### src/rtl/ram_arb_pkg.sv
// Shared types and default widths for the RAM port arbiter.
// Used by ram_port_arbiter and sat_counter.
package ram_arb_pkg;

  localparam int RAM_AW   = 11;
  localparam int RAM_DW   = 32;
  localparam int STALL_CW = 16;

  typedef enum logic [1:0] {
    ARB_IDLE    = 2'd0,
    ARB_ISSUE_F = 2'd1,
    ARB_ISSUE_D = 2'd2
  } arb_state_t;

  typedef enum logic {
    OWN_F = 1'b0,
    OWN_D = 1'b1
  } owner_t;

  function automatic owner_t owner_of(arb_state_t s, owner_t prev);
    owner_t o;
    o = prev;
    if (s == ARB_ISSUE_F) o = OWN_F;
    if (s == ARB_ISSUE_D) o = OWN_D;
    return o;
  endfunction

endpackage

### src/rtl/ram_port_arbiter_sat_counter.sv
// Saturating up-counter with synchronous clear.
// Holds at all-ones instead of wrapping.
module sat_counter
  import ram_arb_pkg::*;
#(
  parameter int W = STALL_CW
) (
  input  logic         clk,
  input  logic         rst,
  input  logic         inc,
  output logic [W-1:0] cnt
);

  logic [W-1:0] cnt_q;
  logic [W-1:0] cnt_d;

  always_comb begin
    cnt_d = cnt_q;
    if (inc && (cnt_q != '1)) begin
      cnt_d = cnt_q + W'(1);
    end
  end

  always_ff @(posedge clk) begin
    if (rst) begin
      cnt_q <= '0;
    end else begin
      cnt_q <= cnt_d;
    end
  end

  assign cnt = cnt_q;

endmodule

### src/rtl/ram_port_arbiter.sv
// Fetch vs load/store arbiter for the single RAM data port.
// Define ARB_ROUND_ROBIN_EN for round-robin ties (else data wins).
module ram_port_arbiter
  import ram_arb_pkg::*;
#(
  parameter int AW = RAM_AW,
  parameter int DW = RAM_DW,
  parameter int CW = STALL_CW
) (
  input  logic          clk,
  input  logic          rst,
  input  logic          f_req,
  input  logic [AW-1:0] f_addr,
  output logic          f_gnt,
  output logic          f_rvalid,
  output logic [DW-1:0] f_rdata,
  input  logic          d_req,
  input  logic [AW-1:0] d_addr,
  input  logic          d_we,
  input  logic [DW-1:0] d_wdata,
  input  logic          d_lock,
  output logic          d_gnt,
  output logic          d_rvalid,
  output logic [DW-1:0] d_rdata,
  output logic [AW-1:0] ram_addr,
  output logic          ram_w_en,
  output logic [DW-1:0] ram_in,
  input  logic [DW-1:0] ram_out,
  output logic [CW-1:0] f_stall_cnt,
  output logic [CW-1:0] d_stall_cnt
);

  arb_state_t state_q;
  arb_state_t state_d;
  owner_t     last_owner_q;
  owner_t     last_owner_d;
  logic       f_rvalid_q;
  logic       f_rvalid_d;
  logic       d_rvalid_q;
  logic       d_rvalid_d;
  logic       f_el;
  logic       d_el;
  logic       tie_d;

  assign f_gnt = (state_q == ARB_ISSUE_F);
  assign d_gnt = (state_q == ARB_ISSUE_D);

  // gnt masks force a one-cycle gap unless data holds the lock
  assign f_el = f_req & ~f_gnt;
  assign d_el = d_req & (~d_gnt | d_lock);

`ifdef ARB_ROUND_ROBIN_EN
  assign tie_d = (d_lock & d_gnt) | (last_owner_q == OWN_F);
`else
  assign tie_d = 1'b1;
`endif

  always_comb begin
    state_d = ARB_IDLE;
    unique case (1'b1)
      (f_el & ~d_el): state_d = ARB_ISSUE_F;
      (d_el & ~f_el): state_d = ARB_ISSUE_D;
      (f_el & d_el):  state_d = tie_d ? ARB_ISSUE_D
                                      : ARB_ISSUE_F;
      default:        state_d = ARB_IDLE;
    endcase
    last_owner_d = owner_of(state_d, last_owner_q);
    f_rvalid_d   = f_gnt;
    d_rvalid_d   = d_gnt & ~d_we;
  end

  always_ff @(posedge clk) begin
    if (rst) begin
      state_q      <= ARB_IDLE;
      last_owner_q <= OWN_D;
      f_rvalid_q   <= 1'b0;
      d_rvalid_q   <= 1'b0;
    end else begin
      state_q      <= state_d;
      last_owner_q <= last_owner_d;
      f_rvalid_q   <= f_rvalid_d;
      d_rvalid_q   <= d_rvalid_d;
    end
  end

  always_comb begin
    ram_addr = '0;
    ram_w_en = 1'b0;
    ram_in   = '0;
    unique case (state_q)
      ARB_ISSUE_F: begin
        ram_addr = f_addr;
      end
      ARB_ISSUE_D: begin
        ram_addr = d_addr;
        ram_w_en = d_we;
        ram_in   = d_wdata;
      end
      default: begin
        ram_addr = '0;
      end
    endcase
  end

  assign f_rvalid = f_rvalid_q;
  assign d_rvalid = d_rvalid_q;
  assign f_rdata  = f_rvalid_q ? ram_out : '0;
  assign d_rdata  = d_rvalid_q ? ram_out : '0;

  sat_counter #(
    .W(CW)
  ) u_f_stall (
    .clk(clk),
    .rst(rst),
    .inc(f_req & ~f_gnt),
    .cnt(f_stall_cnt)
  );

  sat_counter #(
    .W(CW)
  ) u_d_stall (
    .clk(clk),
    .rst(rst),
    .inc(d_req & ~d_gnt),
    .cnt(d_stall_cnt)
  );

endmodule
### config.mk
export PLATFORM = sky130hd
export DESIGN_NAME = ram_port_arbiter
export DESIGN_NICKNAME = d
export VERILOG_FILES = /design/src/rtl/ram_arb_pkg.sv /design/src/rtl/ram_port_arbiter_sat_counter.sv /design/src/rtl/ram_port_arbiter.sv
export SDC_FILE = /design/constraint.sdc
export NUM_CORES = 1
export LEC_CHECK = 0
export CAP_MARGIN = 20
export CORE_MARGIN = 1.5
export CORE_UTILIZATION = 31
export CTS_CLUSTER_SIZE = 20
export DETAILED_ROUTE_END_ITERATION = 6
export DONT_BUFFER_PORTS = 1
export PLACE_DENSITY = 0.47
export SLEW_MARGIN = 40
export SYNTH_ARGS = -nofsm -noshare
export SYNTH_HDL_FRONTEND = slang
export SYNTH_SLANG_ARGS = --single-unit
### constraint.sdc
create_clock -name clk -period 1.7 [get_ports clk]
set_input_delay 0 -clock clk [delete_from_list [all_inputs] [get_ports clk]]
set_output_delay 0 -clock clk [all_outputs]
set_load 0.005 [all_outputs]
==> results.md, run 1 <==
* Final Max Tran Viols at 0
* M3 GR Usage at 0.0571
* Final ANT Viol Nets at 0
* Worst hold slack at -0.243 ns
* Multi-input logic area at just over 2000 µm²
* Sw Share at 0.241
* Setup crit end kind: register
* Fin util at 0.424
* Post-Synthesis Cells at 344
* Ant diodes at 0
* Avg Inst Size Synth at around 7.9 µm²
* Fill cells at 855
* PD cells at 552 nW/µm²
* Core ar. at between 8000 and 9000 µm²
* Clk_lat worst skew at 0.29 ns
* Vias in the first global route at about 2.3k
* Crit share post-route at 1.00
* Drt pass-1 iters at 4
* Pre-CTS WS at -0.0883 ns
* Most common flop cell mapped by yosys: dfxtp_1
* Fin. Hold Viols at 29
* H-Tree Depth at 2
* Non-Filler Instances at 502
* P_int at around 1.5 mW
* Largest net degree at the start of global routing at 42
* Status: finished with violations
* Clk pwr share at 0.439
* Slew HR at 0.721
* Final Cell Area at 3540 µm²
* Row count at 33
* Clk sinks at 36
* Netlist Area Pre-Place at between 2000 and 3000 µm²
* Top cells by area, synth: dfxtp_1 27%, and2_1 23%, or3_1 3.2%
* Inserted Clock Buffers at 5
* Clk_skew at 0.00654 ns
* Tot Pwr at 1.95 mW
* Die ar. at 9290 µm²
* CP arrival at 1.94 ns
* Net Count, Synth at roughly 440
* Comb power frac at 0.115
* Die W at between 90 and 100 µm
* Chip height at 96.4 µm
* Failing checks: hold timing, setup timing
* Buffer depth of the longest clock path at 2
* Initial DRC Count at 93
* Yosys cell types at between 40 and 50
* CTS root buf: clkbuf_8
* DR vias at 2803
* Top cell type's share of synthesized area at 0.267
* DR vias/cell at about 5.6
* Met1 Usage GRT at 0.233
* Dpl cell area at 3100 µm²
* Post-Route WL at 9.80 mm
* RSZ-0062 raised after global routing: yes
* Initial Util at 0.324
* EDFF count, synth at 0
* CP Class: register to register
* P_leak at 1.39 nW
* YS warnings at 0
* Yosys top cell by area: dfxtp_1
* Tmin final at 1.71 ns
* Post-DP HPWL at just under 8 mm
* Layout cells sized above 1 at 0.272
* Global route overflow at 0
* Grt peak-use layer: met2
* Ys async rst share at 0
* FF+latch count, synth at 36
* Sequential Power Share at 0.446
* Port Buf Inserts at 0
* Net Switching at 0.470 mW
* TritonCTS clock tree: done
* I/O Pins at ~240
* Total global-route track usage at 0.192
* Least-Margin Pin Slew at 0.418 ns
* Clock Pin Slew Worst Setup and Hold Paths at 0.08 ns
* CTS Hold Buffers Added at 13
* Placer Congestion at 0.820
* DR WL/cell at 19.5 µm
* First-pass GRT wire length at roughly 13 mm
* Peak VDD IR at between 300 and 400 µV
* Sequential element share of the synthesized area at 0.267
* Final setup viols at 1
* Max Freq at between 500 and 600 MHz
* Register area at between 700 and 800 µm²
* Post-synth top cells: 99 x and2_1, 36 x dfxtp_1, 22 x nor2_1, 16 x a21oi_1
* Worst Hold Class: input pin to register
* Worst setup SP type: register
* Final setup margin at -0.00654 ns
* Setup TNS at -0.00654 ns
* Placed cell count at 475
* Cell with the most instances after synthesis: and2_1
* GR Util met2 at 0.329
* # DRC at 0
* Area growth, synth to finish at 30.9%
* Final Net Count at ~490
* Initial antenna violation count at 1
* Crit path required time at 1.93 ns
* Max-Cap Viols at 0
* CP max FO at 6
[cells in the final DEF, fill, tap and decap left out, types with 3 or more instances in the layout]
master          n
or4_1           7
and4_1          3
o31ai_1         9
clkbuf_8        7
nand2_1        13
a21oi_1        13
nand4_1         6
o21ai_0         7
and2_1         98
nor3_2          4
dlygate4sd3_1  13
a22oi_1        11
nor2_1         22
nand2b_1        4
nor2b_1         6
mux2_1          3
o21ai_1         7
nor4_4          3
buf_4          49
a21oi_2        10
nand4_4         3
dfxtp_2         5
nand3_1         8
or3_1          13
and3_1          3
dfxtp_1        29
inv_1           4
[layout make-up]
type                            instances  share of cell area
Clock inverter                          1             0.00849
Inverter                                6             0.00707
Timing Repair Buffer                   62               0.141
Tap cell                              105              0.0371
Sequential cell                        36               0.208
Multi-Input combinational cell        285               0.572
Clock buffer                            7              0.0272
[timing repair]
action                                 in CTS  in global routing
setup endpoints to repair                  48                 28
gates cloned                                0                  0
endpoints found under the hold margin      36                 29
resized for setup                           9                 27
buffers inserted                            2                  4
pin swaps                                   2                 12
[registers in the layout, indices dropped and copies added, names as in the netlist]
register       cells
u_d_stall.cnt     16
u_f_stall.cnt     16
state_q            2
d_rvalid           1
f_rvalid           1
[power groups by stage]
stage               logic, mW  registers, mW  clock network [mW]
floorplan               0.149          0.888                   0
global placement        0.194          0.890                   0
detailed placement      0.194          0.891                   0
CTS                     0.215          0.872               0.880
global route            0.251          0.876               0.923
finish                  0.225          0.872               0.857
[path summary, 6_finish.rpt]
kind                                                     from                        endpoint  slack [ns]  depth (start not counted)
worst max register to register          state_q[1]$_SDFF_PP0_  u_f_stall.cnt[13]$_SDFFE_PP0P_      -0.007                          6
worst max-delay path                    state_q[1]$_SDFF_PP0_  u_f_stall.cnt[13]$_SDFFE_PP0P_      -0.007                          6
worst min-delay path                                      rst  u_f_stall.cnt[14]$_SDFFE_PP0P_       -0.24                          1
worst min register to register  u_d_stall.cnt[7]$_SDFFE_PP0P_   u_d_stall.cnt[7]$_SDFFE_PP0P_        0.53                          2
[layer usage]
| metal | part of all wire | vias to the layer above |
|---|---|---|
| met2 | 0.51 | 158 |
| met4 | 0.011 | 0 |
| met3 | 0.091 | 12 |
| li1 | - | 1314 |
| met1 | 0.39 | 1319 |
| met5 | 0 | - |
[worst max-delay path, cell delays in order (launching register included)]
cell and delay, ns:
dfxtp_4 0.37, inv_2 0.05, ha_4 0.14, and2b_4 0.29, nand4_4 0.13, or4_1 0.54
a21oi_1 0.13
[cell families (layout without fill, tap and decap cells)]
group                    Yosys count  count (layout)  share of synthesized area
AND/OR/NAND/NOR                  211             211                      0.495
multiplexers                       6               6                     0.0255
adder cells (fa/ha/maj)            5               5                     0.0231
flip-flops                        36              36                      0.267
AO/OA/AOI/OAI                     62              62                      0.151
buffers and inverters             23              76                     0.0347
XOR/XNOR                           1               1                    0.00324
Note: power is estimated with default switching activity, not from simulation.
==> run 2, diff against run 1 <==
- PLACE_DENSITY: 0.47 -> 0.53
==> run 2 against run 1 <==
  * The flow still finishes with violations (hold timing, setup timing)
  * Die area unchanged
  * Total power decreased by 12%
  * First-iteration DRC count up 6.5%
  * Sequential share of layout area rose by 0.97 points
  * Largest power group unchanged
  * Via count down 1.8%
  * Critical path depth unchanged
  * Maximum frequency down 0.11%
  * Utilization decreased by 2.2 points
  * Register-to-register slack about the same
  * Critical path type unchanged
  * Non-clock buffer count fell by 9
  * Setup slack worse by 0.0018 ns
  * Combinational power is 4% lower
==> results.md, run 2 (same netlist as run 1, synthesis figures left out) <==
* Max Freq at 585 MHz (-0.11%)
* Placed cell count at 471 (-0.84%)
* Drt pass-1 iters at 4 (unchanged)
* Ant diodes at 0 (unchanged)
* CP startpoint: state_q[1]$_SDFF_PP0_
* Worst setup SP type: register
* Non-Filler Instances at 493 (-1.8%)
* I/O Pins at 236 (unchanged)
* Initial antenna violation count at 0 (-1)
* Max-Cap Viols at 0 (unchanged)
* Clk_skew at 0.00316 ns (-0.00338 ns)
* Pre-CTS WS at -0.0705 ns (+0.0179 ns)
* Largest net degree at the start of global routing at 42 (unchanged)
* Fin. Hold Viols at 30 (+3.4%)
* Inserted Clock Buffers at 5 (unchanged)
* Row count at 33 (unchanged)
* Fin util at 0.402 (-0.0224)
* Area growth, synth to finish at 24.0%
* Fill cells at 865 (+1.2%)
* Clock Pin Slew Worst Setup and Hold Paths at 0.07 ns (about the same)
* Port Buf Inserts at 0 (unchanged)
* Comb power frac at 0.125 (+0.010)
* Global route overflow at 0 (unchanged)
* Dpl cell area at 3070 µm² (-0.97%)
* Net Switching at 0.438 mW (-6.8%)
* Most frequent cells in the layout: 99 x and2_1, 41 x buf_4, 30 x dfxtp_1, 22 x nor2_1, 16 x a21oi_1
* Worst hold slack at -0.228 ns (+0.0148 ns)
* Clk_lat worst skew at 0.28 ns (about the same)
* Final Max Tran Viols at 0 (unchanged)
* Initial Util at 0.324 (unchanged)
* Final setup viols at 2 (+1)
* Worst R2R Path Depth at 6 (unchanged)
* P_leak at 1.27 nW (-8.3%)
* CTS root buf: clkbuf_8
* Chip height at 96.4 µm (unchanged)
* Commonest non-fill, non-tap cell in the layout: and2_1
* Post-DP HPWL at 7.94 mm (+3.0%)
* CP Class: register to register
* Vias in the first global route at 2345 (+1.7%)
* Crit share post-route at 1.00 (+0.00108)
* Least-Margin Pin Slew at 0.766 ns (+0.348 ns)
* Worst Hold Class: input pin to register
* RSZ-0062 raised after global routing: yes
* Clk sinks at 36 (unchanged)
* Buffer depth of the longest clock path at 2 (unchanged)
* Hold_sp: rst
* Final setup margin at -0.00839 ns (-0.00184 ns)
* Tot Pwr at 1.73 mW (-12%)
* H-Tree Depth at 2 (unchanged)
* Hold path cells at 1 (unchanged)
* First-pass GRT wire length at 13.1 mm (+0.79%)
* CP arrival at 1.93 ns (about the same)
* Failing checks: hold timing, setup timing
* DR vias/cell at 5.58 (about the same)
* Post-Route WL at 9.82 mm (+0.12%)
* Die ar. at 9290 µm² (unchanged)
* DR vias at 2753 (-1.8%)
* Tmin final at 1.71 ns (+0.00184 ns)
* Layout cells sized above 1 at 0.229 (-0.0427)
* Initial DRC Count at 99 (+6.5%)
* Final Net Count at 484 (-1.8%)
* Total global-route track usage at 0.192 (about the same)
* Status: finished with violations
* Die W at 96.4 µm (unchanged)
* CTS Hold Buffers Added at 12 (-1)
* Sw Share at 0.254 (+0.0131)
* Final Cell Area at 3350 µm² (-5.3%)
* P_int at 1.29 mW (-13%)
* Sequential Power Share at 0.506 (+0.060)
* # DRC at 0 (unchanged)
* Placer Congestion at 0.819 (-0.16%)
* CP max FO at 7 (+1)
* PD cells at 515 nW/µm² (-6.7%)
* TritonCTS clock tree: done
* Setup crit end kind: register
* Final ANT Viol Nets at 0 (unchanged)
* Slew HR at 0.489 (-0.233)
* Setup TNS at -0.0134 ns (-0.00684 ns)
* Clk pwr share at 0.369 (-0.070)
* Crit path required time at 1.92 ns (about the same)
* DR WL/cell at 19.9 µm (+2.0%)
* Worst r2r src: state_q[1]$_SDFF_PP0_
* Peak VDD IR at 264 µV (-26%)
* Core ar. at 8340 µm² (unchanged)
-- run 2: final timing paths --
path / endpoint / slack (ns)
max reg2reg: u_f_stall.cnt[11]$_SDFFE_PP0P_ / -0.008
max: u_f_stall.cnt[11]$_SDFFE_PP0P_ / -0.008
min: u_d_stall.cnt[7]$_SDFFE_PP0P_ / -0.23
min reg2reg: u_d_stall.cnt[8]$_SDFFE_PP0P_ / 0.53
-- run 2: final cells by class --
class / count / area [µm²] / area share
inverter: 6 / 22.5 / 0.00672
clock buffer: 8 / 90.1 / 0.0269
timing repair buffer: 53 / 428 / 0.128
tap: 105 / 131 / 0.0392
sequential: 36 / 728 / 0.217
multi-input combinational: 285 / 1950 / 0.582
-- run 2: power by group through the flow --
stage / logic [mW] / registers, mW / clock network, mW
after CTS: 0.218 / 0.872 / 0.676
after floorplan: 0.149 / 0.888 / 0
after global routing: 0.240 / 0.875 / 0.708
final: 0.216 / 0.873 / 0.637
after global placement: 0.198 / 0.889 / 0
after detailed placement: 0.199 / 0.891 / 0
-- run 2: critical path, stage by stage, from the launching register on --
cell and delay, ns:
dfxtp_2 0.35, inv_2 0.03, ha_2 0.17, and2b_4 0.30
nand4_4 0.15, or4_1 0.50, a21oi_1 0.14
-- run 2: layer usage --
layer	vias up	share of wire	global-route usage	routed length [µm]
met5	-	0	0	0
met4	0	0.0071	0.0459	70
met3	7	0.069	0.0423	682
met2	132	0.52	0.344	5130
met1	1315	0.40	0.232	3930
li1	1299	-	-	-
-- run 2: what timing repair did --
item / in CTS / in global routing
endpoints found under the setup margin: 47 / 17
hold endpoints to repair: 36 / 30
resized for setup: 8 / 13
pin swaps: 3 / 8
buffers inserted: 2 / 0
